<file path="config.mk">
export PLATFORM = sky130hd
export DESIGN_NAME = write_back
export DESIGN_NICKNAME = d
export VERILOG_FILES = /design/src/rtl/write_back.sv
export SDC_FILE = /design/constraint.sdc
export NUM_CORES = 1
export LEC_CHECK = 0
export ABC_AREA = 1
export CAP_MARGIN = 10
export CORE_ASPECT_RATIO = 1.5
export CORE_UTILIZATION = 45
export CTS_CLUSTER_DIAMETER = 60
export DETAILED_ROUTE_END_ITERATION = 6
export PLACE_DENSITY_LB_ADDON = 0.1
export SLEW_MARGIN = 20
export SYNTH_ARGS = -nofsm -noshare
export SYNTH_HDL_FRONTEND = slang
export SYNTH_SLANG_ARGS = --single-unit
export TNS_END_PERCENT = 100
</file>
<file path="constraint.sdc">
create_clock -name clock -period 5.02 [get_ports clock]
set_input_delay 1.255 -clock clock [delete_from_list [all_inputs] [get_ports clock]]
set_output_delay 1.255 -clock clock [all_outputs]
set_load 0.005 [all_outputs]
</file>
<file path="src/rtl/write_back.sv">
// write_back -- final pipeline stage.
//
// Commits the execute-to-write bundle: register-file writes, the 4-bit Flags
// field update, a second register write for the upper word of 64-bit results,
// and memory stores. All write outputs are registered one cycle after the
// accepting edge. Stores hold mem_write/mem_address/mem_data stable until
// mem_ready is seen.
//
// Optional feature: define RETIRE_COUNTER_EN to add the retired_count output,
// a wrapping count of fully completed (non-flushed) instructions.
//
// Ports:
//   clock, reset           clock, synchronous active-high reset
//   in_valid / in_hold     upstream bundle valid / stall back to upstream
//   in_*                   execute-to-write bundle fields (in_pc is diagnostic)
//   reg_read_index/value   combinational register read (store address base)
//   reg_we/windex/wvalue   register-file write port
//   flags_we/flags_value   Flags[FLAGS_LSB+3:FLAGS_LSB] field write
//   mem_write/address/data store request, held until mem_ready
//   retired_count          retired-instruction counter (RETIRE_COUNTER_EN only)
module write_back #(
    parameter int REG_INDEX_W = 5,
    parameter int FLAGS_INDEX = 31,
    parameter int FLAGS_LSB   = 27
) (
    input  logic                   clock,
    input  logic                   reset,
    input  logic                   in_valid,
    output logic                   in_hold,
    input  logic [31:0]            in_pc,
    input  logic [REG_INDEX_W-1:0] in_target_register,
    input  logic                   in_is_writing_memory,
    input  logic [3:0]             in_flags,
    input  logic [31:0]            in_target_value,
    input  logic                   in_has_upper_value,
    input  logic [31:0]            in_upper_value,
    input  logic [31:0]            in_adjustment_value,
    input  logic                   in_has_flushed,
    output logic [REG_INDEX_W-1:0] reg_read_index,
    input  logic [31:0]            reg_read_value,
    output logic                   reg_we,
    output logic [REG_INDEX_W-1:0] reg_windex,
    output logic [31:0]            reg_wvalue,
    output logic                   flags_we,
    output logic [3:0]             flags_value,
    output logic                   mem_write,
    output logic [31:0]            mem_address,
    output logic [31:0]            mem_data,
    input  logic                   mem_ready
`ifdef RETIRE_COUNTER_EN
    ,
    output logic [31:0]            retired_count
`endif
);

    typedef enum logic [1:0] {IDLE, UPPER, MEM} state_t;

    localparam logic [REG_INDEX_W-1:0] FLAGS_IDX = REG_INDEX_W'(FLAGS_INDEX);
    localparam logic [REG_INDEX_W-1:0] ONE_IDX   = REG_INDEX_W'(1);

    state_t                   state_q, state_d;
    logic                     reg_we_q, reg_we_d;
    logic [REG_INDEX_W-1:0]   reg_windex_q, reg_windex_d;
    logic [31:0]              reg_wvalue_q, reg_wvalue_d;
    logic                     flags_we_q, flags_we_d;
    logic [3:0]               flags_value_q, flags_value_d;
    logic                     mem_write_q, mem_write_d;
    logic [31:0]              mem_address_q, mem_address_d;
    logic [31:0]              mem_data_q, mem_data_d;
    logic [REG_INDEX_W-1:0]   upper_index_q, upper_index_d;
    logic [31:0]              upper_value_q, upper_value_d;
    logic                     accept;
    logic                     retire;

    // in_pc is carried for debug visibility only; FLAGS_LSB describes where the
    // register file places the field and does not affect this stage's logic.
    logic unused_ok;
    assign unused_ok = ^{in_pc, 32'(FLAGS_LSB)};

    assign accept         = (state_q == IDLE) && in_valid;
    assign in_hold        = in_valid && (state_q != IDLE);
    assign reg_read_index = in_target_register;

    always_comb begin
        state_d       = state_q;
        reg_we_d      = 1'b0;
        reg_windex_d  = reg_windex_q;
        reg_wvalue_d  = reg_wvalue_q;
        flags_we_d    = 1'b0;
        flags_value_d = flags_value_q;
        mem_write_d   = mem_write_q;
        mem_address_d = mem_address_q;
        mem_data_d    = mem_data_q;
        upper_index_d = upper_index_q;
        upper_value_d = upper_value_q;
        retire        = 1'b0;

        case (state_q)
            IDLE: begin
                if (accept && !in_has_flushed) begin
                    if (in_is_writing_memory) begin
                        mem_write_d   = 1'b1;
                        mem_address_d = reg_read_value + in_adjustment_value;
                        mem_data_d    = in_target_value;
                        state_d       = MEM;
                    end else begin
                        // r0 is hardwired; a direct write of Flags overrides
                        // the implicit flags update of the same instruction.
                        reg_we_d     = (in_target_register != '0);
                        reg_windex_d = in_target_register;
                        reg_wvalue_d = in_target_value;
                        if (in_target_register != FLAGS_IDX) begin
                            flags_we_d    = 1'b1;
                            flags_value_d = in_flags;
                        end
                        if (in_has_upper_value) begin
                            // Index wraps modulo the register count.
                            upper_index_d = in_target_register + ONE_IDX;
                            upper_value_d = in_upper_value;
                            state_d       = UPPER;
                        end else begin
                            retire = 1'b1;
                        end
                    end
                end
            end
            UPPER: begin
                reg_we_d     = (upper_index_q != '0);
                reg_windex_d = upper_index_q;
                reg_wvalue_d = upper_value_q;
                state_d      = IDLE;
                retire       = 1'b1;
            end
            MEM: begin
                if (mem_ready) begin
                    mem_write_d = 1'b0;
                    state_d     = IDLE;
                    retire      = 1'b1;
                end
            end
            default: begin
                state_d = IDLE;
            end
        endcase
    end

    always_ff @(posedge clock) begin
        if (reset) begin
            state_q       <= IDLE;
            reg_we_q      <= 1'b0;
            reg_windex_q  <= '0;
            reg_wvalue_q  <= '0;
            flags_we_q    <= 1'b0;
            flags_value_q <= '0;
            mem_write_q   <= 1'b0;
            mem_address_q <= '0;
            mem_data_q    <= '0;
        end else begin
            state_q       <= state_d;
            reg_we_q      <= reg_we_d;
            reg_windex_q  <= reg_windex_d;
            reg_wvalue_q  <= reg_wvalue_d;
            flags_we_q    <= flags_we_d;
            flags_value_q <= flags_value_d;
            mem_write_q   <= mem_write_d;
            mem_address_q <= mem_address_d;
            mem_data_q    <= mem_data_d;
        end
    end

    // Upper-word latch is only meaningful while in UPPER, so it needs no reset.
    always_ff @(posedge clock) begin
        upper_index_q <= upper_index_d;
        upper_value_q <= upper_value_d;
    end

    assign reg_we      = reg_we_q;
    assign reg_windex  = reg_windex_q;
    assign reg_wvalue  = reg_wvalue_q;
    assign flags_we    = flags_we_q;
    assign flags_value = flags_value_q;
    assign mem_write   = mem_write_q;
    assign mem_address = mem_address_q;
    assign mem_data    = mem_data_q;

`ifdef RETIRE_COUNTER_EN
    logic [31:0] retired_count_q, retired_count_d;

    always_comb begin
        retired_count_d = retired_count_q + 32'(retire);
    end

    always_ff @(posedge clock) begin
        if (reset) begin
            retired_count_q <= '0;
        end else begin
            retired_count_q <= retired_count_d;
        end
    end

    assign retired_count = retired_count_q;
`else
    logic unused_retire;
    assign unused_retire = retire;
`endif

endmodule

</file>
# Word level (Yosys, flattened, before mapping)
# Cells that the tools add are included.
[totals]
regBits = 147
latch_bits = 0
ram_bits = 0
mem_bits_ro = 0
word_cells = 60
memories = 0
[op_classes]
add_sub_neg = 2
multipliers = 0
n_div = 0
n_lt_le_gt_ge = 0
n_eq_ne = 8
n_shift = 0
mux = 19
bitwise = 3
reduce_logical = 17
[op_table]
columns = ["op", "count"]
rows = [
  ["32-bit two-way mux", 2],
  ["32-bit case mux with 2 select lines", 1],
  ["32-bit adder", 1],
  ["4-bit AND reduction", 3],
  ["5-bit two-way mux", 2],
  ["5-bit case mux with 2 select lines", 1],
  ["5-bit nonzero test", 2],
  ["3-bit AND reduction", 3],
  ["2-bit two-way mux", 4],
  ["1-bit two-way mux", 6],
  ["2-bit inequality test (second input constant)", 3],
  ["2-bit nonzero test", 3],
  ["5-bit by 1-bit adder with 5-bit output (second input constant)", 1],
  ["5-bit inequality test (second input constant)", 1],
  ["1-bit case mux with 2 select lines", 2],
  ["2-bit case mux with 2 select lines", 1],
  ["4-bit OR reduction", 1],
  ["1-bit logical AND", 3],
  ["3-bit inequality test (second input constant)", 1],
  ["1-bit NOT", 3],
  ["2-bit by 1-bit equality test with 1-bit output (second input constant)", 1],
  ["2-bit equality test (second input constant)", 1],
  ["2-bit logical NOT", 1],
  ["2-bit by 1-bit inequality test with 1-bit output (second input constant)", 1],
  ["1-bit logical NOT", 1],
]

# Depth between registers and ports, before layout
[depth]
depth_word = 5
ltp_mapped = 13
depth_no_buf = 13

# Worst setup path after synthesis
# Ideal clock, no wire load.
[synth_timing]
path_type = "input to register"
start = "in in_has_flushed"
end = "reg upper_index_q[0], enable pin"
setup_ns = 0.478
t_arrival_ns = 3.961
required_time_ns = 4.542
slack_ns = 0.581
cell_stages = 2
path_buffers = 0
path_cell_list = "nand3b_4 > nor3_1"
[synth_via]
elab_chain_len = 3
[synth_rtl]
columns = ["element", "line_no", "source"]
rows = [
  ["start: declaration", "38", "input logic in_has_flushed,"],
  ["1-bit logical NOT", "100", "if (accept && !in_has_flushed) begin"],
  ["1-bit logical AND", "100", ""],
  ["4-bit AND reduction (no line)", "n/a", ""],
  ["end signal: assignment", "173", "upper_index_q <= upper_index_d;"],
  ["end: declaration", "70", "logic [REG_INDEX_W-1:0] upper_index_q, upper_index_d;"],
]
# No other way between the ends.
# A chain may end at the register's enable or synchronous reset.

# Worst setup path in the final report
[layout_timing]
start = "in in_target_register[4]"
end = "out reg_read_index[4]"
[layout_rtl]
columns = ["element", "line_no", "source"]
rows = [
  ["start: declaration", "31", "input logic [REG_INDEX_W-1:0] in_target_register,"],
  ["end: declaration", "39", "output logic [REG_INDEX_W-1:0] reg_read_index,"],
]
# No word-level cell between the ends.

==> flow_summary.toml <==
[yosys]
ys_types = 34
async_flop_share_pct = 0
ys_ff_latch = 147
synth_area_um2 = 7771
synth_commonest_cells = "315 x nand2_1, 171 x nor2_1, 144 x inv_1"
synth_top_area_share_pct = 28.34
synth_fp_nets = 1314
synthSimpleGateAreaFrac_pct = 27.84
ys_warn_count = 0
synth.avg_cell_area_um2 = 7.046
yosysMostFrequentCell = "nand2_1"
synth-edff-count = 37
ys_seq_area_share_pct = 42.63
yosys.area.top_type = "dfxtp_1"
ys.flop_type = "dfxtp_1"
synth_top_family_by_area = "simple AND/OR/NAND/NOR gates"
synth-xor-area-share_pct = 1.916
synth-compound-area-share_pct = 11.72
synth_cells = 1103
synth-adder-area-share_pct = 5.732
muxShareOfSynthArea_pct = 0
yosys-top-cells-area = "dfxtp_1 28%, nand2_1 15%, edfxtp_1 14%"

[pwr]
power_leakage_uw = 0.005097
irDropWorstVdd_mv = 0.2451
finalPower_uw = 3161
power_density_nw_per_um2 = 287.4

[critical_path]
crit_buf_inv = 2
crit_family = "buffers and inverters"
crit_end = "reg_read_index[4]"
worstPathMaxFanout = 4
rrSetupSlack_ns = 2.69
cp-startpoint = "in_target_register[4]"
cp.depth = 2
cpMostUsedCell = "clkdlybuf4s50_1"
cp_cell_sequence = "clkdlybuf4s50_1 -> clkdlybuf4s50_1"
crit_slowest_cell = "clkdlybuf4s50_1"
r2r.worst_path.cells = 7
reg2reg_to = "reg_wvalue[26]"
cp.arrival_ns = 2.48
slowest_delay_ns = 0.62
start_kind = "input pin"
critPathKind = "in2out"
cp.required_ns = 3.76
worstSetupEndpointType = "output pin"
crit-reg2reg-launch = "state_q[1]"

[die]
die_w_um = 109.3
die_h_um = 162.9
start_util_pct = 46.16
dieArea_um2 = 17810
core_um2 = 16840
io_pins = 290
num_rows = 58

[sta]
setup_tns_ns = 0
clock_skew_ns = 0.008294
worst_slew_pin_slew_ns = 0.9647
setup_viol = 0
finalHoldViolCount = 0
finalCritPeriodShare_pct = 74.33
rsz0062_at_grt = "false"
fmaxAchievable_ghz = 0.2680
slew_viol_final = 0
period_minus_slack_ns = 3.731
slew_headroom_pct = 35.60

[global_routing]
met2_usage_pct = 51.69
grt_first_pass_wirelength_um = 35780
grt_pass1_vias = 7294
grt_usage_pct = 26.49
antenna_found_initial = 0
grt_max_degree = 83
gr-usage-met3_pct = 4.282
top_usage_layer = "met2"
grt-ovfl-total = 0
grt_use_met1_pct = 27.10

[cts]
cts_hold_buffers = 0
cts_resized = 0
clock_sinks = 147
postCtsSetupBuffers = 0
cts_root_buffer = "clkbuf_16"
clock_latency_ns = 0.42
cts_tree = "built"
clkTransAtPathRegs_ns = 0.06
numCtsBuffers = 17
clk_path_buf_depth = 2
h-tree-depth = 4

[finish]
antenna_cells = 0
nets = 1550
area_growth_pct = 41.52
drive_gt1_share_pct = 3.550

[routing]
ant_nets = 0
drc = 0
route.detailed.wl_per_inst_um = 14.76
num_vias = 7708
drt_pre_antenna_iters = 7
drt_wl_total_um = 23050
via_per_inst = 4.935
dr.first_iter.drc_count = 386

[outcome]
status = "finished clean"

[placement]
dp_hpwl_um = 16860
gp_congestion = 0.9613
portBuffers = 257

[min_path]
hold_class = "reg2reg"

[run]
drv_cap = 0
area by class of cell:
type                            count  area (µm²)
Clock inverter                     15       141.4
Tap cell                          210       262.8
Sequential cell                   147        3313
Clock buffer                       17       425.4
Inverter                          146       548.0
Multi-Input combinational cell    764        3690
Fill cell                        1549        5838
Timing Repair Buffer              263        2618
stage by stage:
step           setup slack, ns  area (µm²)  cells  utilization [%]  hold slack [ns]
2_1_floorplan           0.5811        7771   1103                -           0.4574
3_3_place_gp             1.264       10430   1530            61.96           0.4500
3_5_place_dp             1.267       10430   1530            61.96           0.4556
4_1_cts                  1.262       11000   1562            65.32           0.4643
5_1_grt                  1.255       11000   1562            65.32           0.4823
6_report                 1.289       11000   1562            65.32           0.4636
where the power goes:
part	internal, µW	switching, µW	total, µW	leakage, µW
clock network	657	557	1210	0.000272
logic	320	324	645	0.00359
registers	1270	28.4	1300	0.00124
worst min-delay path by stage:
stage / from / to / slack, ns / cells past startpoint
after global routing: flags_value[3] / flags_value[3] / 0.48 / 2
after detailed placement: flags_value[2] / flags_value[2] / 0.46 / 2
after global placement: flags_value[2] / flags_value[2] / 0.45 / 2
final: flags_value[3] / flags_value[3] / 0.46 / 2
after floorplan: flags_value[0] / flags_value[0] / 0.46 / 2
after CTS: flags_value[2] / flags_value[2] / 0.46 / 2
cell families (layout without fill, tap and decap cells):
group / Yosys count / in the layout
AOI/OAI and AO/OA: 166 / 166
xor gates and xnor gates: 17 / 17
adders and majority gates: 35 / 35
buffers and inverters: 192 / 441
DFF: 147 / 147
and+or+nand+nor: 546 / 546
sequential cells by signal, summed over array words and instances (netlist names):
signal / flops
reg_wvalue: 32
mem_data: 32
reg_windex: 5
upper_value_q: 32
reg_we: 1
flags_value: 4
state_q: 2
flags_we: 1
upper_index_q: 5
mem_write: 1
mem_address: 32
routing by layer:
metal | share of wire, % | wire length [µm]
met5 | 0 | 0
met4 | 2.9 | 660
met3 | 4.5 | 1047
met2 | 55 | 12770
met1 | 37 | 8573
tightest hold or removal path, stage by stage, from the launching register on:
cell and delay (ns):
dfxtp_1 0.31, nand2_1 0.06, a21oi_1 0.05
placed cells by master, fill, tap and decap left out, types with 2 or more instances in the layout:
cell type	netlist	final
nand3_1	46	46
clkinvlp_4	0	3
nand4_1	3	3
inv_6	0	5
nand3b_1	2	2
xnor2_1	3	3
inv_8	0	4
o21ai_1	23	23
o21bai_1	4	4
dfxtp_1	110	110
clkbuf_16	0	17
nor2_4	1	2
inv_1	144	143
a31oi_1	38	38
a21oi_1	30	30
xor2_1	14	14
edfxtp_1	37	37
o41ai_1	2	2
nor3_1	5	4
buf_4	8	6
inv_2	2	3
ha_1	34	34
nor2_1	171	169
nand2_1	315	315
o21ai_0	64	64
clkdlybuf4s50_1	0	257
Note: power is estimated with default switching activity, not from simulation.
